--- config.mk ---
export PLATFORM = sky130hd
export DESIGN_NAME = shift_unit_seq
export DESIGN_NICKNAME = d
export VERILOG_FILES = /design/src/rtl/shift_unit_seq.sv
export SDC_FILE = /design/constraint.sdc
export NUM_CORES = 1
export LEC_CHECK = 0
export BUFFER_PORTS_ARGS = -buffer_cell sky130_fd_sc_hd__buf_2
export CAP_MARGIN = 20
export CORE_MARGIN = 3
export CORE_UTILIZATION = 37
export CTS_CLUSTER_SIZE = 25
export DETAILED_ROUTE_END_ITERATION = 8
export PLACE_DENSITY_LB_ADDON = 0.12
export SLEW_MARGIN = 20
export SYNTH_ARGS = -nofsm -noshare
export SYNTH_HDL_FRONTEND = slang
export SYNTH_SLANG_ARGS = --single-unit
--- constraint.sdc ---
create_clock -name clk -period 6.8 [get_ports clk]
set_input_delay 1.02 -clock clk [delete_from_list [all_inputs] [get_ports clk]]
set_output_delay 1.02 -clock clk [all_outputs]
set_load 0.05 [all_outputs]
--- src/rtl/shift_unit_seq.sv ---
// Iterative shifter (sll/srl/sra/rotr) that moves up to STEP bit positions per clock.
// Latency: ceil(shamt/STEP)+1 edges from the accepting edge to out_valid.
// Backpressure: holds the result in DONE while out_ready=0; accepts only in IDLE.
module shift_unit_seq #(
  parameter  int WIDTH = 32,
  parameter  int STEP  = 4,
  localparam int SHW   = $clog2(WIDTH)
) (
  input  logic             clk,
  input  logic             reset_n,
  input  logic             in_valid,
  output logic             in_ready,
  input  logic [WIDTH-1:0] in_data,
  input  logic [SHW-1:0]   in_shamt,
  input  logic [1:0]       in_mode,
  output logic             out_valid,
  input  logic             out_ready,
  output logic [WIDTH-1:0] out_data,
  output logic             busy
);

  typedef enum logic [1:0] {
    IDLE  = 2'd0,
    SHIFT = 2'd1,
    DONE  = 2'd2
  } state_t;

  localparam logic [1:0] MODE_SLL  = 2'd0;
  localparam logic [1:0] MODE_SRL  = 2'd1;
  localparam logic [1:0] MODE_SRA  = 2'd2;

  // One extra bit so STEP==WIDTH and WIDTH itself are representable.
  localparam logic [SHW:0] STEP_W  = (SHW+1)'(STEP);
  localparam logic [SHW:0] WIDTH_W = (SHW+1)'(WIDTH);

  state_t           state;
  state_t           state_nxt;
  logic [WIDTH-1:0] acc;
  logic [SHW-1:0]   rem;
  logic [1:0]       mode;
  logic [SHW-1:0]   k;
  logic [WIDTH-1:0] acc_step;

  // State register; reset wins over every other event.
  always_ff @(posedge clk) begin
    if (!reset_n) begin
      state <= IDLE;
    end else begin
      state <= state_nxt;
    end
  end

  // Next-state decode.
  always_comb begin
    state_nxt = state;
    case (state)
      IDLE:    if (in_valid)  state_nxt = SHIFT;
      SHIFT:   if (rem == '0) state_nxt = DONE;
      DONE:    if (out_ready) state_nxt = IDLE;
      default: state_nxt = IDLE;
    endcase
  end

  // Handshake outputs are pure functions of the state.
  always_comb begin
    in_ready  = (state == IDLE);
    out_valid = (state == DONE);
    busy      = (state != IDLE);
  end

  // One partial shift: k = min(rem, STEP); k is never 0 when this result is used.
  always_comb begin
    k = ({1'b0, rem} > STEP_W) ? STEP_W[SHW-1:0] : rem;
    case (mode)
      MODE_SLL: acc_step = acc << k;
      MODE_SRL: acc_step = acc >> k;
      MODE_SRA: acc_step = $unsigned($signed(acc) >>> k);
      default:  acc_step = (acc >> k) | (acc << (WIDTH_W - {1'b0, k}));
    endcase
  end

  // Datapath: capture operands on accept, step the accumulator, publish the result.
  always_ff @(posedge clk) begin
    if (!reset_n) begin
      acc      <= '0;
      rem      <= '0;
      mode     <= '0;
      out_data <= '0;
    end else begin
      case (state)
        IDLE: begin
          if (in_valid) begin
            acc  <= in_data;
            rem  <= in_shamt;
            mode <= in_mode;
          end
        end
        SHIFT: begin
          if (rem == '0) begin
            out_data <= acc;
          end else begin
            acc <= acc_step;
            rem <= rem - k;
          end
        end
        default: begin
        end
      endcase
    end
  end

endmodule

==> run summary, run 1 <==
For the via count of the first global-routing pass, the log shows 6400. The synthesized design contains 0 enable-type register cells. The worst register-to-register path has a depth of 10. Relative to the synthesized area, the layout overhead comes to 9.52%.

The post-synth net total was 925; the routed via count divided by cell count was 6.16. For this run, the number of Yosys warnings is 0. The tools report the startpoint kind of the worst setup timing path as a flip-flop. Setup total negative slack on the finished layout was measured at 0 ps.

The top cell type by area accounts for 22.9% of the synthesized area. The count of cells along the worst hold path is 2. Setup repair after global routing left no endpoint under its margin. At the later pin of the worst-skew pair, clock insertion delay measures 360 ps. The total setup buffers inserted after CTS was 0; the count of input and output buffers was 77. For the cell area after synthesis, the log shows 6380 µm². The startpoint identified for the worst register-to-register timing path is rem[2]$_SDFFE_PN0P_. The synthesized area divided by synthesized cell count is 7.25 µm², and the routed wire length is 25300 µm. After clock tree synthesis, the clock-pin slew on the worst setup and hold paths is 70 ps.

The post-route minimum period was 4060 ps. Yosys attributes the largest share of cell area to dfxtp_1 (23%), nand2_1 (11%), mux2i_1 (8.5%), a21oi_1 (6.2%), mux4_2 (5.3%). The worst slew margin relative to its limit is 38.1%, and the overall power of the completed layout is 2.23 mW.

The run gives 0 as the hold violation count in the final report. Setup violations remaining at the end of the flow were counted as 0. The worst setup path category was reg -> reg.

Across the VDD grid, the largest voltage drop is 0.000162 V. The H-tree was split into 3 levels. Detailed placement ended at an HPWL of 16800 µm. Power spread over the standard cell area amounts to 319 nW/µm². The total of cells resized after clock tree synthesis came out at 0.

The final RePlAce weighted congestion is 0.950. The worst path uses 59.7% of the clock period. The worst register-to-register path ends at acc[26]$_SDFFE_PN0P_. Worst hold-check path type: reg -> reg. Synthesis handed over a netlist of 880 instances. The leading area contributor after synthesis is dfxtp_1.

The post-route netlist has 16.8% of its cells at a drive strength greater than 1. The run gives 246 MHz as the maximum clock frequency. The tools report the standard-cell row count as 47. The critical path arrival was 4300 ps; the boundary pin count was 78. The post-synthesis async set-or-reset flop share works out to 0%. Max-cap violation count: 0. After clock tree synthesis, the flow added hold-fix buffers numbering 0. Counting every sink on the clock net gives 73. TritonCTS built the clock tree.

0 antenna diodes ended up in the layout. For the first-pass GRT wire length, the log shows 39100 µm. For this run, the detailed router's first-pass iteration total came to 7.

STA classifies the critical path endpoint as a flip-flop. Yosys mapped the design onto 74 distinct sky130hd cell types. The root buffer selected by CTS was clkbuf_16. The post-route worst hold slack was 449 ps. Cells fill 41.8% of the core in the end.

For this run, the post-layout net count is 926. In the synthesized netlist the dominant register cell turns out to be dfxtp_1. The tools report the share of the yosys chip area belonging to registers as 22.9%. Summed over all layers, the global routing overflow is 0. The initial utilization of the core area, before any placement, comes to 38.2%.

For the worst setup slack after layout, the log shows 2740 ps. The remaining number of nets flagged by the antenna check after routing is 0, and the worst path required time is 7040 ps. The run finished with clean final reports. In this run the static leakage power is 2.70 nW.

The number of max-slew violations in the final report was 0. The largest net degree at the start of global routing is 55, and the global-route usage over all layers is 27.3%. The synthesized design contains 73 register bits. In the routed design, unresolved DRC markers number 0. The worst clock skew was 12.5 ps; the area enclosed by the die boundary was 18800 µm².

In this run the register-to-register setup slack is 2740 ps. Initial antenna violation count: 0. The tools report the startpoint of the tightest hold check path as out_data[2]$_SDFFE_PN0P_. The path with the worst hold slack has its endpoint at out_data[2]$_SDFFE_PN0P_.

The count of vias placed by the detailed router is 6813, and the maximum fanout count along the critical path is 54. Prior to clock tree synthesis, the placed netlist has a worst setup slack of 2820 ps. At the pin with the least slew margin, the transition time is 929 ps. The placeable core area was 16700 µm². The die is 137 µm tall. The number of clock buffers added by TritonCTS is 9.

The mean routed wirelength per cell came out at 22.9 µm. The run gives 2 as the largest buffer count on any clock path. The floorplan step set the die width to 137 µm.

The filler cells instantiated in the layout total 1861. For this block, the initial DRC count from the detailed router was 999.
[synth_stat cells, types with 7 or more instances]
library cell / number
a211oi_1: 10
nand2_1: 183
clkbuf_1: 68
o21ai_0: 43
dfxtp_1: 73
and2_1: 7
o211ai_1: 16
nor3_1: 10
inv_1: 12
nor2b_1: 8
nor2_1: 51
o22ai_1: 10
buf_2: 22
a21oi_1: 79
or3_1: 9
mux4_2: 15
a31oi_1: 17
mux2_2: 10
nand3_1: 25
mux2i_1: 54
a21boi_0: 30
[worst max path at each step]
stage / from / endpoint / slack, ps / cells after the start
global placement: rem[2]$_SDFFE_PN0P_ / acc[26]$_SDFFE_PN0P_ / 2920 / 10
CTS: rem[2]$_SDFFE_PN0P_ / acc[26]$_SDFFE_PN0P_ / 2830 / 10
detailed placement: rem[2]$_SDFFE_PN0P_ / acc[26]$_SDFFE_PN0P_ / 2820 / 10
floorplan: rem[0]$_SDFFE_PN0P_ / acc[8]$_SDFFE_PN0P_ / 3940 / 14
finish: rem[2]$_SDFFE_PN0P_ / acc[26]$_SDFFE_PN0P_ / 2740 / 10
global route: rem[2]$_SDFFE_PN0P_ / acc[26]$_SDFFE_PN0P_ / 2390 / 10
[area by class of cell]
type	instances	area, µm²	share of cell area, %
tap	220	275	3.94
sequential	73	1460	20.9
clock inverter	6	42.5	0.609
clock buffer	10	229	3.28
timing repair buffer	92	498	7.13
multi-input combinational	692	4430	63.4
inverter	13	48.8	0.699
[critical path: stages, from the launching register on]
cell	delay, ps
dfxtp_1	490
nor3_4	220
buf_4	570
nand2_1	250
ha_1	980
inv_1	490
a21oi_1	240
a21oi_1	80
a22o_1	270
a211oi_1	230
nor4b_1	80
[placed cells by master (no fill, tap or decap), types with 5 or more instances in the layout]
master,count
a32o_1,5
dfxtp_1,72
nand4_1,5
a22o_1,6
nor3_1,10
mux2i_1,54
a21o_1,6
and2_1,7
buf_4,15
o22ai_1,10
a211oi_1,10
nand3_1,25
clkbuf_16,9
nor2_1,49
buf_2,77
mux4_2,15
inv_1,12
nor2b_1,7
mux2_2,10
o211ai_1,16
or3_1,9
o221ai_1,6
a221oi_1,5
nand2_1,183
a31oi_1,17
a21boi_0,30
and3_1,6
o21ai_0,43
a21boi_1,6
a21oi_1,79
[through the flow]
step / cell area (µm²) / std cells
final: 6980 / 1106
after global routing: 6980 / 1106
after global placement: 6710 / 1090
after floorplan: 6380 / 880
after detailed placement: 6710 / 1090
after CTS: 6980 / 1106
[logic make-up after synthesis]
kind of cell	share of synthesized area, %
xor gates and xnor gates	0.393
and+or+nand+nor	23.1
other	0.0588
muxes	15.5
DFF	22.9
buffers and inverters	8.03
AOI/OAI and AO/OA	29.6
adders and majority gates	0.392
[state kept, by name, summed over array words and instances, names as in the netlist]
signal	count
rem	5
state	2
acc	32
mode	2
out_data	32
[routing by layer]
metal  GRT usage, %  part of all wire, %
met1           39.6                   45
met2           39.8                   43
met3           5.22                  8.3
met4           10.6                  3.8
met5              0                    0
[power by group]
part	internal, mW	switching, mW
sequential	0.487	0.180
clock	0.248	0.222
combinational	0.383	0.711
Power figures use the tool's default switching activity.
==> run 2, diff against run 1 <==
==> constraint.sdc (replaced) <==
create_clock -name clk -period 4.2 [get_ports clk]
set_input_delay 0.63 -clock clk [delete_from_list [all_inputs] [get_ports clk]]
set_output_delay 0.63 -clock clk [all_outputs]
set_load 0.05 [all_outputs]
==> run summary, run 2 (synthesis results as in run 1) <==
The flow ran to the end, and the final reports show no timing, DRC or antenna violations. For the worst-skew pair later-pin latency, the log shows 360 ps (about the same). The logs give 0 (unchanged) for the number of buffers added to fix hold violations after cts and 0.000232 V (was 0.000162 V) for the worst IR drop on VDD. For the largest buffer count on any clock path, the log shows 2 (unchanged).

Largest registers: acc x32, out_data x32, rem x5 (unchanged). The element type at the critical path end was a flip-flop (unchanged). The proportion of layout cells with a drive suffix above 1 came out at 17.7% (was 16.8%). The number of buffers inserted during clock tree synthesis was 9 (unchanged). The max-cap violation count was 0 (unchanged).

For the standard-cell row count, the log shows 47 (unchanged). The uppermost layer routed was met4 (unchanged). Setup repair after global routing left no endpoint under its margin. The first-pass GRT wire length is 38400 µm (was 39100 µm). TritonCTS built the clock tree. Detailed-placement wirelength estimate: 17400 µm (was 16800 µm). The worst hold-check path type was reg -> reg (unchanged). The die outline height is 137 µm (unchanged), and the static leakage is 2.75 nW (was 2.70 nW). The actual slew at the worst max-slew pin was 857 ps (was 929 ps); the worst slew margin relative to its limit was 42.8% (was 38.1%).

The number of nets in the final layout was 936 (was 926). The setup violation total in the final timing report is 0 (unchanged). The critical path arrival is 3690 ps (was 4300 ps), and the global-route usage over all layers is 26.6% (was 27.3%). The worst path required time was 4500 ps (was 7040 ps); the number of max-slew violations in the final report was 0 (unchanged). Final worst-path cycle share: 80.7% (was 59.7%). The die span in x is 137 µm (unchanged). The worst setup path category is reg -> reg (unchanged). For the number of detailed-routing iterations run before antenna repair, the log shows 6 (was 7).

Area enclosed by the die boundary: 18800 µm² (unchanged). The number of levels the H-tree was split into is 3 (unchanged), and the total of cells resized after clock tree synthesis is 0 (unchanged). The tools report the total met3 wirelength after detailed routing as 2490 µm (was 2120 µm).

The startpoint kind of the worst setup timing path was a flip-flop (unchanged). The post-route minimum period is 3390 ps (was 4060 ps). The most common cell after layout, fill and taps aside is nand2_1 (unchanged). Power per standard cell area: 516 nW/µm² (was 319 nW/µm²). The tools report the root buffer selected by CTS as clkbuf_16 (unchanged).

The violation count after the first detailed-route iteration is 949 (was 999), and the via count of the first global-routing pass is 6430 (was 6400). The total setup buffers inserted after CTS is 0 (unchanged), and the DRC violation count after routing is 0 (unchanged). The routed metal-1 wire length is 10900 µm (was 11400 µm).

The worst setup slack after layout was 811 ps (was 2740 ps); the worst clock skew was 10.7 ps (was 12.5 ps). Final total negative setup slack: 0 ps (unchanged). The number of diodes is 0 (unchanged). The largest net degree at the start of global routing was 63 (was 55).

The sum of overflow across all layers after global routing is 0 (unchanged), and the post-placement setup slack is 915 ps (was 2820 ps). The maximum fanout count along the critical path is 17 (was 54), and the final RePlAce weighted congestion is 1.01 (was 0.950). The run gives 810 ps (was 2740 ps) as the setup slack on the worst flop-to-flop path.

The area growth from synthesis to final layout is 10.8% (was 9.52%), and the routed wire length is 25200 µm (was 25300 µm). The met2 wire length is 11100 µm (was 10900 µm), and the hold violation count in the final report is 0 (unchanged). For the initial cell density of the core, the log shows 38.2% (unchanged). Commonest non-fill, non-tap cells in the layout: nand2_1 (183), a21oi_1 (79), buf_2 (77) (unchanged).

The mean routed wirelength per cell came out at 22.6 µm (was 22.9 µm). The routed via count divided by cell count was 6.20 (was 6.16); the maximum clock frequency was 295 MHz (was 246 MHz). The count of vias placed by the detailed router is 6915 (was 6813), and the number of clock sinks seen by CTS is 73 (unchanged).

Initial antenna violation count: 0 (unchanged). Count of input and output buffers: 77 (unchanged). The run gives 3.65 mW (was 2.23 mW) as the overall power of the completed layout. For the boundary pin count, the log shows 78 (unchanged). The logs give 16700 µm² (unchanged) for the placeable core area and 0 (unchanged) for the remaining number of nets flagged by the antenna check after routing. Clock transition at the registers of the reported paths: 70 ps (about the same).
## run 2: cell count changes in the layout (fill, tap and decap cells not counted), sizes merged
cell / delta
buf: +10
clkbuf: +1
clkinv: -2
inv: +1
## run 2: worst paths after layout
check                            start                   endpoint  cells after the start
min          out_data[30]$_SDFFE_PN0P_  out_data[30]$_SDFFE_PN0P_                      2
max reg2reg        rem[2]$_SDFFE_PN0P_        acc[8]$_SDFFE_PN0P_                      9
min reg2reg  out_data[30]$_SDFFE_PN0P_  out_data[30]$_SDFFE_PN0P_                      2
max                rem[2]$_SDFFE_PN0P_        acc[8]$_SDFFE_PN0P_                      9
## run 2: critical path: stages (launching register included)
cell	delay, ps
dfxtp_1	710
nor4b_4	110
inv_2	320
ha_1	520
or4b_2	740
nor2_1	250
nand2_1	150
o311a_1	310
o221ai_1	70
a22o_1	150
## run 2: power breakdown
group	internal (mW)	switching, mW	total [mW]
Sequential	0.788	0.268	1.06
Combinational	0.647	1.17	1.82
Clock	0.420	0.348	0.768
Total	1.86	1.79	3.65
## run 2: layer usage
| layer | up-vias | GRT usage, % |
|---|---|---|
| met5 | - | 0 |
| met4 | 0 | 8.81 |
| met3 | 57 | 6.50 |
| met2 | 396 | 40.4 |
| met1 | 3244 | 37.1 |
| li1 | 3218 | - |
## run 2: final cells by class
type / instances / area [µm²]
clock buffers: 11 / 243
clock inverters: 5 / 37.5
fillers: 1743 / 9640
inverters: 13 / 48.8
multi-input cells: 692 / 4420
flip-flops and latches: 73 / 1460
well taps: 220 / 275
repair buffers: 102 / 573
## run 2: through the flow
step	utilization (%)	std cells	cell area [µm²]	hold WS, ps
floorplan	-	880	6380	497
global placement	40.6	1100	6780	441
detailed placement	40.6	1100	6780	447
CTS	42.3	1116	7060	455
global route	42.3	1116	7060	469
finish	42.3	1116	7060	452
